$ cat src/rtl/exception_handler_unit_pkg.sv
// Shared definitions for the exception path: FSM state encodings, the
// default handler vector and the return-address helper. The fetch-stage
// PC mux imports this package so both sides agree on the handler vector.
package exception_handler_unit_pkg;

  // Exception sequencer states
  typedef enum logic [2:0] {
    ST_IDLE,
    ST_FLUSH,
    ST_REDIRECT,
    ST_HANDLER,
    ST_RETURN,
    ST_HALT
  } state_e;

  // Fetch address of the exception handler unless overridden
  localparam logic [31:0] HANDLER_ADDR_DEFAULT = 32'h0000_0100;

  // Width of the flush down-counter; holds FLUSH_CYCLES-1 for 1..15
  localparam int FLUSH_CNT_W = 4;

  // Returning from the handler skips the faulting instruction
  localparam logic [31:0] EPC_RETURN_OFFSET = 32'd4;

  // Resume address after the handler; wraps modulo 2^32
  function automatic logic [31:0] return_target(input logic [31:0] epcVal);
    return epcVal + EPC_RETURN_OFFSET;
  endfunction

endpackage

$ cat src/rtl/exception_handler_unit_flush_timer.sv
// Loadable down-counter timing the pipeline flush phase. done_o is high
// whenever the count has reached zero, so the owner can leave the flush
// phase on the edge that sees it.
module flush_timer
  import exception_handler_unit_pkg::*;
#(
  parameter int W = FLUSH_CNT_W
) (
  input  logic         clk,
  input  logic         rst,
  input  logic         load_i,
  input  logic [W-1:0] load_val_i,
  input  logic         en_i,
  output logic         done_o
);

  logic [W-1:0] count_q;

  // Load takes priority; otherwise count down while enabled, stopping at zero
  always_ff @(posedge clk or posedge rst) begin
    if (rst) begin
      count_q <= '0;
    end else if (load_i) begin
      count_q <= load_val_i;
    end else if (en_i && (count_q != '0)) begin
      count_q <= count_q - W'(1);
    end
  end

  assign done_o = (count_q == '0);

endmodule

$ cat src/rtl/exception_handler_unit.sv
// Exception handler unit: accepts the illegal-opcode exception from decode,
// captures EPC and cause, flushes the pipeline for FLUSH_CYCLES cycles,
// redirects fetch to the handler, and on eret redirects back to EPC+4.
// A fault raised while the handler runs halts the core until reset.
// Every output comes straight from a flop; next-cycle output values are
// decoded from the next state so nothing combinational reaches a port.
module exception_handler_unit
  import exception_handler_unit_pkg::*;
#(
  parameter logic [31:0] HANDLER_ADDR = HANDLER_ADDR_DEFAULT,
  parameter int          FLUSH_CYCLES = 2,
  parameter int          CNT_W        = 8
) (
  input  logic             clk,
  input  logic             rst,
  input  logic             excep_flag,
  input  logic [31:0]      ID_PC,
  input  logic [6:0]       ID_opcode,
  input  logic             eret,
  output logic             id_flush,
  output logic             EX_FLUSH,
  output logic             MEM_FLUSH,
  output logic             pc_redirect,
  output logic [31:0]      redirect_pc,
  output logic [31:0]      epc,
  output logic [6:0]       cause,
  output logic             in_handler,
  output logic             halt_out,
  output logic [CNT_W-1:0] excep_count
);

  localparam logic [FLUSH_CNT_W-1:0] FLUSH_LOAD = FLUSH_CNT_W'(FLUSH_CYCLES - 1);

  state_e           state_q, state_d;
  logic [31:0]      epc_q, epc_d;
  logic [6:0]       cause_q, cause_d;
  logic [CNT_W-1:0] count_q, count_d;
  logic             idFlush_q, idFlush_d;
  logic             pipeFlush_q, pipeFlush_d;
  logic             redirect_q, redirect_d;
  logic [31:0]      redirectPc_q, redirectPc_d;
  logic             inHandler_q, inHandler_d;
  logic             halt_q, halt_d;
  logic             timerLoad;
  logic             timerDone;

  flush_timer #(
    .W (FLUSH_CNT_W)
  ) u_flush_timer (
    .clk        (clk),
    .rst        (rst),
    .load_i     (timerLoad),
    .load_val_i (FLUSH_LOAD),
    .en_i       (state_q == ST_FLUSH),
    .done_o     (timerDone)
  );

  // Next-state, capture and registered-output decode for the exception sequencer
  always_comb begin
    state_d   = state_q;
    epc_d     = epc_q;
    cause_d   = cause_q;
    count_d   = count_q;
    timerLoad = 1'b0;

    case (state_q)
      ST_IDLE: begin
        if (excep_flag) begin
          epc_d     = ID_PC;
          cause_d   = ID_opcode;
          count_d   = (count_q == {CNT_W{1'b1}}) ? count_q : count_q + CNT_W'(1);
          timerLoad = 1'b1;
          state_d   = ST_FLUSH;
        end
      end
      ST_FLUSH: begin
        if (timerDone) begin
          state_d = ST_REDIRECT;
        end
      end
      ST_REDIRECT: begin
        state_d = ST_HANDLER;
      end
      ST_HANDLER: begin
        if (eret) begin
          state_d = ST_RETURN;
        end else if (excep_flag) begin
          state_d = ST_HALT;
        end
      end
      ST_RETURN: begin
        state_d = ST_IDLE;
      end
      ST_HALT: begin
        state_d = ST_HALT;
      end
      default: begin
        state_d = ST_IDLE;
      end
    endcase

    pipeFlush_d  = (state_d == ST_FLUSH);
    idFlush_d    = pipeFlush_d || (state_d == ST_RETURN);
    redirect_d   = (state_d == ST_REDIRECT) || (state_d == ST_RETURN);
    inHandler_d  = (state_d == ST_HANDLER);
    halt_d       = (state_d == ST_HALT);
    redirectPc_d = '0;
    if (state_d == ST_REDIRECT) begin
      redirectPc_d = HANDLER_ADDR;
    end else if (state_d == ST_RETURN) begin
      redirectPc_d = return_target(epc_d);
    end
  end

  // State, captured exception info and output registers
  always_ff @(posedge clk or posedge rst) begin
    if (rst) begin
      state_q      <= ST_IDLE;
      epc_q        <= '0;
      cause_q      <= '0;
      count_q      <= '0;
      idFlush_q    <= 1'b0;
      pipeFlush_q  <= 1'b0;
      redirect_q   <= 1'b0;
      redirectPc_q <= '0;
      inHandler_q  <= 1'b0;
      halt_q       <= 1'b0;
    end else begin
      state_q      <= state_d;
      epc_q        <= epc_d;
      cause_q      <= cause_d;
      count_q      <= count_d;
      idFlush_q    <= idFlush_d;
      pipeFlush_q  <= pipeFlush_d;
      redirect_q   <= redirect_d;
      redirectPc_q <= redirectPc_d;
      inHandler_q  <= inHandler_d;
      halt_q       <= halt_d;
    end
  end

  assign id_flush    = idFlush_q;
  assign EX_FLUSH    = pipeFlush_q;
  assign MEM_FLUSH   = pipeFlush_q;
  assign pc_redirect = redirect_q;
  assign redirect_pc = redirectPc_q;
  assign epc         = epc_q;
  assign cause       = cause_q;
  assign in_handler  = inHandler_q;
  assign halt_out    = halt_q;
  assign excep_count = count_q;

endmodule

$ cat config.mk
export PLATFORM = sky130hd
export DESIGN_NAME = exception_handler_unit
export DESIGN_NICKNAME = d
export VERILOG_FILES = /design/src/rtl/exception_handler_unit_pkg.sv /design/src/rtl/exception_handler_unit_flush_timer.sv /design/src/rtl/exception_handler_unit.sv
export SDC_FILE = /design/constraint.sdc
export NUM_CORES = 1
export LEC_CHECK = 0
export ABC_CLOCK_PERIOD_IN_PS = 3400
export BUFFER_PORTS_ARGS = -buffer_cell sky130_fd_sc_hd__buf_4
export CORE_MARGIN = 10
export CORE_UTILIZATION = 52
export CTS_BUF_LIST = sky130_fd_sc_hd__clkbuf_8 sky130_fd_sc_hd__clkbuf_16
export CTS_CLUSTER_SIZE = 40
export DETAILED_ROUTE_END_ITERATION = 7
export PLACE_DENSITY = 0.91
export SLEW_MARGIN = 5
export SYNTH_ARGS = -nofsm -noshare
export SYNTH_HDL_FRONTEND = slang
export SYNTH_SLANG_ARGS = --single-unit
export TNS_END_PERCENT = 30
$ cat constraint.sdc
create_clock -name clk -period 3.4 [get_ports clk]
set_input_delay 0.51 -clock clk [delete_from_list [all_inputs] [get_ports clk]]
set_output_delay 0.51 -clock clk [all_outputs]
set_load 0.03 [all_outputs]
==> results of run 1 <==
==> layout make-up <==
cell class	instances	area (sq um)	area share
Clock buffer	10	138	0.0246
Clock inverter	6	81.3	0.0145
Inverter	9	35.0	0.00626
Multi-Input combinational cell	325	1930	0.345
Sequential cell	91	2280	0.407
Tap cell	105	131	0.0235
Timing Repair Buffer	133	998	0.179
==> where the power goes <==
group / leakage [nW] / internal (mW) / switching, mW
registers: 1.18 / 1.44 / 0.367
clock network: 0.119 / 0.429 / 0.377
logic: 1.55 / 0.893 / 1.65
==> metal layers <==
metal,up-vias,global-route usage,share of wire
met2,218,0.351,0.50
met5,-,0,0
met4,0,0.0788,0.032
met1,1921,0.236,0.38
li1,1791,-,-
met3,43,0.0682,0.088
==> critical path, delay by kind of cell (launching register included) <==
kind	cells	cell delay [ns]
AND/OR/NAND/NOR	4	1.17
adder cells (fa/ha/maj)	1	0.33
multiplexers	1	0.36
flip-flops	1	0.47
AO/OA/AOI/OAI	1	0.41
==> per-stage QoR <==
step	hold slack, ns	area (sq um)	total power, mW
finish	0.316	5590	5.16
floorplan	0.510	4350	3.41
CTS	0.311	5590	5.16
global route	0.316	5590	5.45
detailed placement	0.469	5370	4.34
global placement	0.460	5370	4.26
==> logic make-up (layout without fill, tap and decap cells) <==
family	count (synthesis)	after routing	synth area share
muxes	20	20	0.0484
buffers and inverters	29	158	0.0334
adders and majority gates	3	3	0.00864
and+or+nand+nor	234	234	0.262
AOI/OAI and AO/OA	43	43	0.0731
DFF	91	91	0.524
xor gates and xnor gates	25	25	0.0504
==> placed cells by master (no fill, tap or decap), drive strengths merged, types with 3 or more instances in the layout <==
master,Yosys,layout
mux2,8,8
nand2,117,117
nand2b,3,3
and2,4,4
nor2,23,23
o21ai,7,7
nand4,20,20
ha,3,3
a21oi,9,9
xor2,17,17
nor3,11,11
nand3,23,23
clkbuf,8,10
mux2i,12,12
o211ai,3,3
clkinv,0,3
nor3b,7,7
dfrtp,91,91
xnor2,8,8
a31oi,7,7
o221ai,4,4
buf,12,133
and3,12,12
nor4,7,7
inv,9,10
==> synth_stat cells, drive strengths merged (2+ instances only) <==
master / number / area [sq um]
nand2: 117 / 439
dfrtp: 91 / 2280
nand3: 23 / 115
nor2: 23 / 86.3
nand4: 20 / 125
xor2: 17 / 149
and3: 12 / 75.1
buf: 12 / 81.3
mux2i: 12 / 120
nor3: 11 / 60.1
a21oi: 9 / 45.0
inv: 9 / 33.8
clkbuf: 8 / 30.0
mux2: 8 / 90.1
xnor2: 8 / 70.1
a31oi: 7 / 58.8
nor3b: 7 / 52.6
nor4: 7 / 73.8
o21ai: 7 / 35.0
and2: 4 / 25.0
o221ai: 4 / 41.3
ha: 3 / 37.5
nand2b: 3 / 18.8
o211ai: 3 / 22.5
and4: 2 / 17.5
o2111a: 2 / 22.5
o2111ai: 2 / 17.5
o21a: 2 / 15.0
==> how the worst max path moves through the flow <==
stage                                  to  slack [ns]  cells past startpoint
after floorplan           redirect_pc[24]        0.46                     13
after global placement    redirect_pc[26]        0.69                      8
after detailed placement  redirect_pc[26]        0.59                      8
after CTS                 redirect_pc[26]        0.59                      7
after global routing      redirect_pc[26]        0.36                      7
final                     redirect_pc[26]        0.53                      7
==> registers in the layout, summed over array words and instances (netlist names) <==
| signal | count |
|---|---|
| pc_redirect | 1 |
| epc | 32 |
| id_flush | 1 |
| in_handler | 1 |
| redirect_pc | 32 |
| EX_FLUSH | 1 |
| u_flush_timer.count_q | 4 |
| state_q | 3 |
| cause | 7 |
| excep_count | 8 |
| halt_out | 1 |
==> out/metrics.cfg, run 1 <==
[clocking]
clk_path_buf_depth=2
ctsRootBufferMaster=clkbuf_8
cts.repair.resized=0
htreeDepth=3
cts.clk_slew.worst_paths_ns=0.09
clk_latency_ns=0.37
cts_tree=done
cts_buffers=9
hold_buffers=0
clock-sinks=91
cts_setup_buffers=0

[timing]
timing.final.crit_share=0.843
max_freq_mhz=349
slew_violations=0
skew_ns=0.0117
setup_slack_ns=0.534
rsz0062_at_grt=no
min_period_ns=2.87
tightest_slew_ns=1.10
slew_headroom=0.264
hold_viol=0
setup_viol=0
setup-tns-final_ns=0

[drt]
vias=3973
postRouteAntennaNets=0
avgViaCountPerCell=5.85
wirelength_microns=13200
drc=0
firstDrtPassIters=5
first_iter_violations=290
routedWlPerCell_microns=19.4

[synth]
yosysUniqueCellTypes=48
seq_area_frac_synth=0.524
synth-main-ff-cell=dfrtp_1
yosysWarnings=0
ys_seq_elements=91
syn_inst=445
async_flop_share=1.00
avgSynthCellArea_sq_um=9.76
synth_nets=491
netlist_area_sq_um=4350
synth_edf_count=0

[floorplanning]
ioPinCount=128
die_h_microns=111
die-area_sq_um=12400
core_sq_um=8180
start_util=0.532
rows=33
die_w_microns=111

[finish]
finalNetCount=615
antenna_cells=0
num-fill-cells=623
synthToLayoutAreaGrowth_pct=28.7
final_cells=679
drive_gt1_frac=0.284
post-route-util=0.684

[flow_run]
drv_cap=0

[power]
p_per_area_nw_per_um2=923
ir_drop_v=0.000632
power.leakage_nw=2.85

[critical_path]
slowest_stage=nor4b_4
cpPeakStageDelay_ns=0.77
reg2reg_from=state_q[1]
required_ns=3.65
worstPathCellList=nor4b_4 > nand2_1 > nand2_1 > ha_1 > o221a_2 > nand4_1 > mux2_1
r2r_setup_slack_ns=0.53
crit_start=state_q[1]
critPathKind=flop to flop
critPathCaptureType=flop
cp.arrival_ns=3.12
worst_r2r_path_depth=7
cp_max_fo=14
timing.critical_path.mode_cell=nand2_1
timing.rr.end=redirect_pc[26]
start_kind=flop

[global_routing]
grt_pass1_wl_microns=21200
grt_max_degree=66
grt_pass1_vias=4013
track_usage=0.207
antenna_found_initial=0
grt_overflow_total=0

[outcome]
status=completed

[hold_path]
holdPathEnd=cause[5]
hold_path.startpoint=ID_opcode[5]
worstHoldPathCells=3
hp-class=primary input to flop

[placed_design]
dp_hpwl_microns=9690
dpl.cell_count=663
preCtsSetupSlack_ns=0.589
gp_congestion=0.865
io_buffers=127

(Power assumes the default switching activity.)
==> inputs of run 2 (changes only) <==
--- a/config.mk
+++ b/config.mk
@@ -5,7 +5,7 @@
 export SDC_FILE = /design/constraint.sdc
 export NUM_CORES = 1
 export LEC_CHECK = 0
-export ABC_CLOCK_PERIOD_IN_PS = 3400
+export ABC_CLOCK_PERIOD_IN_PS = 2860
 export BUFFER_PORTS_ARGS = -buffer_cell sky130_fd_sc_hd__buf_4
 export CORE_MARGIN = 10
 export CORE_UTILIZATION = 52
==> constraint.sdc (replaced) <==
create_clock -name clk -period 2.86 [get_ports clk]
set_input_delay 0.429 -clock clk [delete_from_list [all_inputs] [get_ports clk]]
set_output_delay 0.429 -clock clk [all_outputs]
set_load 0.03 [all_outputs]
==> run 2 against run 1 <==
Effect of this change:
- clock skew is 0.00087 ns higher
- flip-flop and latch count is the same
- critical path depth is the same
- clock power decreased by 3.6%
- power rose by 16%
- worst hold slack worse by 0.16 ns
- final cell count increased by 0.88%
==> out/metrics.cfg, run 2 (same netlist as run 1, synthesis figures left out) <==
[finish]
drive_gt1_frac=0.295  ; +0.0109
antenna_cells=0  ; unchanged
final_cell_mix=buf_4, nand2_1, dfrtp_1, nor2_1, nand3_1
synthToLayoutAreaGrowth_pct=28.9
final_cells=685  ; +0.88%
mostFrequentLayoutCell=buf_4
finalNetCount=621  ; +0.98%

[timing]
slew_violations=0  ; unchanged
tightest_slew_ns=0.760  ; -0.343 ns
timing.final.crit_share=0.929  ; +0.0865
rsz0062_at_grt=no
slew_headroom=0.493  ; +0.229
setup_slack_ns=0.202  ; -0.332 ns
max_freq_mhz=376  ; +7.8%
skew_ns=0.0126  ; +0.000874 ns
setup-tns-final_ns=0  ; unchanged
hold_viol=0  ; unchanged
setup_viol=0  ; unchanged
min_period_ns=2.66  ; -0.208 ns

[global_routing]
grt_pass1_vias=3992  ; -0.52%
track_usage=0.201  ; -0.00600
grt_use_met2=0.325  ; -0.0262
grt_overflow_total=0  ; unchanged
grt_pass1_wl_microns=20800  ; -1.8%
grt_max_degree=50  ; -24%
gr-usage-met1=0.243  ; +0.00660
grt-busiest-layer=met2
antenna_found_initial=0  ; unchanged
met3_usage=0.0628  ; -0.00537

[drt]
firstDrtPassIters=6  ; +1
avgViaCountPerCell=5.83  ; -0.43%
first_iter_violations=274  ; -5.5%
vias=3991  ; +0.45%
routedWlPerCell_microns=18.3  ; -6.0%
postRouteAntennaNets=0  ; unchanged
wirelength_microns=12500  ; -5.2%
drc=0  ; unchanged

[power]
finalPower_mw=5.96  ; +16%
sequentialPowerShare=0.361  ; +0.010
clockPowerShare=0.130  ; -0.026
p_per_area_nw_per_um2=1070  ; +15%
ir_drop_v=0.000655  ; +3.6%
power.leakage_nw=2.85  ; +0.13%
switching_share=0.476  ; +0.0116
p_int_mw=3.13  ; +13%
combPwrFrac=0.509  ; +0.016
p_switching_mw=2.84  ; +18%

[floorplanning]
die_w_microns=111  ; unchanged
die-area_sq_um=12400  ; unchanged
start_util=0.532  ; unchanged
ioPinCount=128  ; unchanged
core_sq_um=8180  ; unchanged
die_h_microns=111  ; unchanged
rows=33  ; unchanged

[critical_path]
worst_r2r_path_depth=7  ; unchanged
critPathCaptureType=flop
cpPeakStageDelay_ns=0.78  ; about the same
critPathBufInv=0  ; unchanged
r2r_setup_slack_ns=0.20  ; -0.33 ns
path_delay_family=simple AND/OR/NAND/NOR gates
timing.critical_path.mode_cell=nand2_1
start_kind=flop
cp.depth=7  ; unchanged
timing.rr.end=redirect_pc[26]
reg2reg_from=state_q[0]
critPathKind=flop to flop
worstPathCellList=or4b_4 > nand2_1 > nand2_1 > ha_1 > o221a_2 > nand4_1 > mux2_1
cp.arrival_ns=2.90  ; -0.22 ns
required_ns=3.10  ; -0.55 ns
cp_max_fo=34  ; +20
slowest_stage=or4b_4

[placed_design]
gp_congestion=0.889  ; +2.8%
preCtsSetupSlack_ns=0.241  ; -0.348 ns
io_buffers=127  ; unchanged
dp_hpwl_microns=9450  ; -2.5%
dpl.cell_count=669  ; +0.90%

[outcome]
status=completed

[clocking]
cts_setup_buffers=0  ; unchanged
cts_buffers=9  ; unchanged
clock-sinks=91  ; unchanged
cts_tree=done
hold_buffers=0  ; unchanged
clk_latency_ns=0.37  ; about the same
clk_path_buf_depth=2  ; unchanged
cts.clk_slew.worst_paths_ns=0.09  ; about the same
cts.repair.resized=0  ; unchanged
ctsRootBufferMaster=clkbuf_8
htreeDepth=3  ; unchanged

[flow_run]
drv_cap=0  ; unchanged

[hold_path]
hp-class=primary input to asynchronous set/reset pin

-- run 2: changes by cell type in the layout (fill, tap and decap cells not counted), sizes merged --
cell / previous run / this run
buf: 133 / 139
clkbuf: 10 / 9
inv: 10 / 8
bufinv: 2 / 0
clkinvlp: 0 / 1
clkinv: 3 / 7
-- run 2: how the worst max path moves through the flow --
| stage | endpoint | startpoint | slack [ns] |
|---|---|---|---|
| 6_report | redirect_pc[26] | state_q[0] | 0.20 |
| 2_1_floorplan | redirect_pc[24] | state_q[0] | 0.009 |
| 3_3_place_gp | redirect_pc[26] | state_q[0] | 0.33 |
| 5_1_grt | redirect_pc[31] | state_q[0] | 0.05 |
| 4_1_cts | redirect_pc[26] | state_q[0] | 0.21 |
| 3_5_place_dp | redirect_pc[26] | state_q[0] | 0.24 |
-- run 2: per-stage QoR --
step	instance area (sq um)	hold slack [ns]	util
2_1_floorplan	4350	0.510	-
4_1_cts	5600	0.192	0.685
6_report	5600	0.159	0.685
3_3_place_gp	5430	0.460	0.664
3_5_place_dp	5430	0.464	0.664
5_1_grt	5600	0.201	0.685
-- run 2: worst register-to-register path: stages, from the launching register on --
cell     delay (ns)
dfrtp_1        0.49
or4b_4         0.78
nand2_1        0.15
nand2_1        0.10
ha_1           0.29
o221a_2        0.26
nand4_1        0.14
mux2_1         0.33
-- run 2: final cells by class --
class                   count  area, sq um
fillers                   633         2570
flip-flops and latches     91         2280
multi-input cells         325         1930
repair buffers            139         1060
well taps                 105          131
clock buffers               9          124
clock inverters             7         45.0
inverters                   9         35.0
-- run 2: power by group through the flow --
stage               sequential, mW  combinational (mW)  clock (mW)
floorplan                     2.81                1.25           0
global placement              2.13                2.97           0
detailed placement            2.15                3.04           0
CTS                           2.14                3.05       0.784
global route                  2.21                3.28       0.845
finish                        2.15                3.04       0.777
-- run 2: routing by layer --
layer,up-vias,wire length (microns)
met3,31,1220
met1,1935,4890
met2,218,6070
met4,0,329
li1,1807,-
met5,-,0
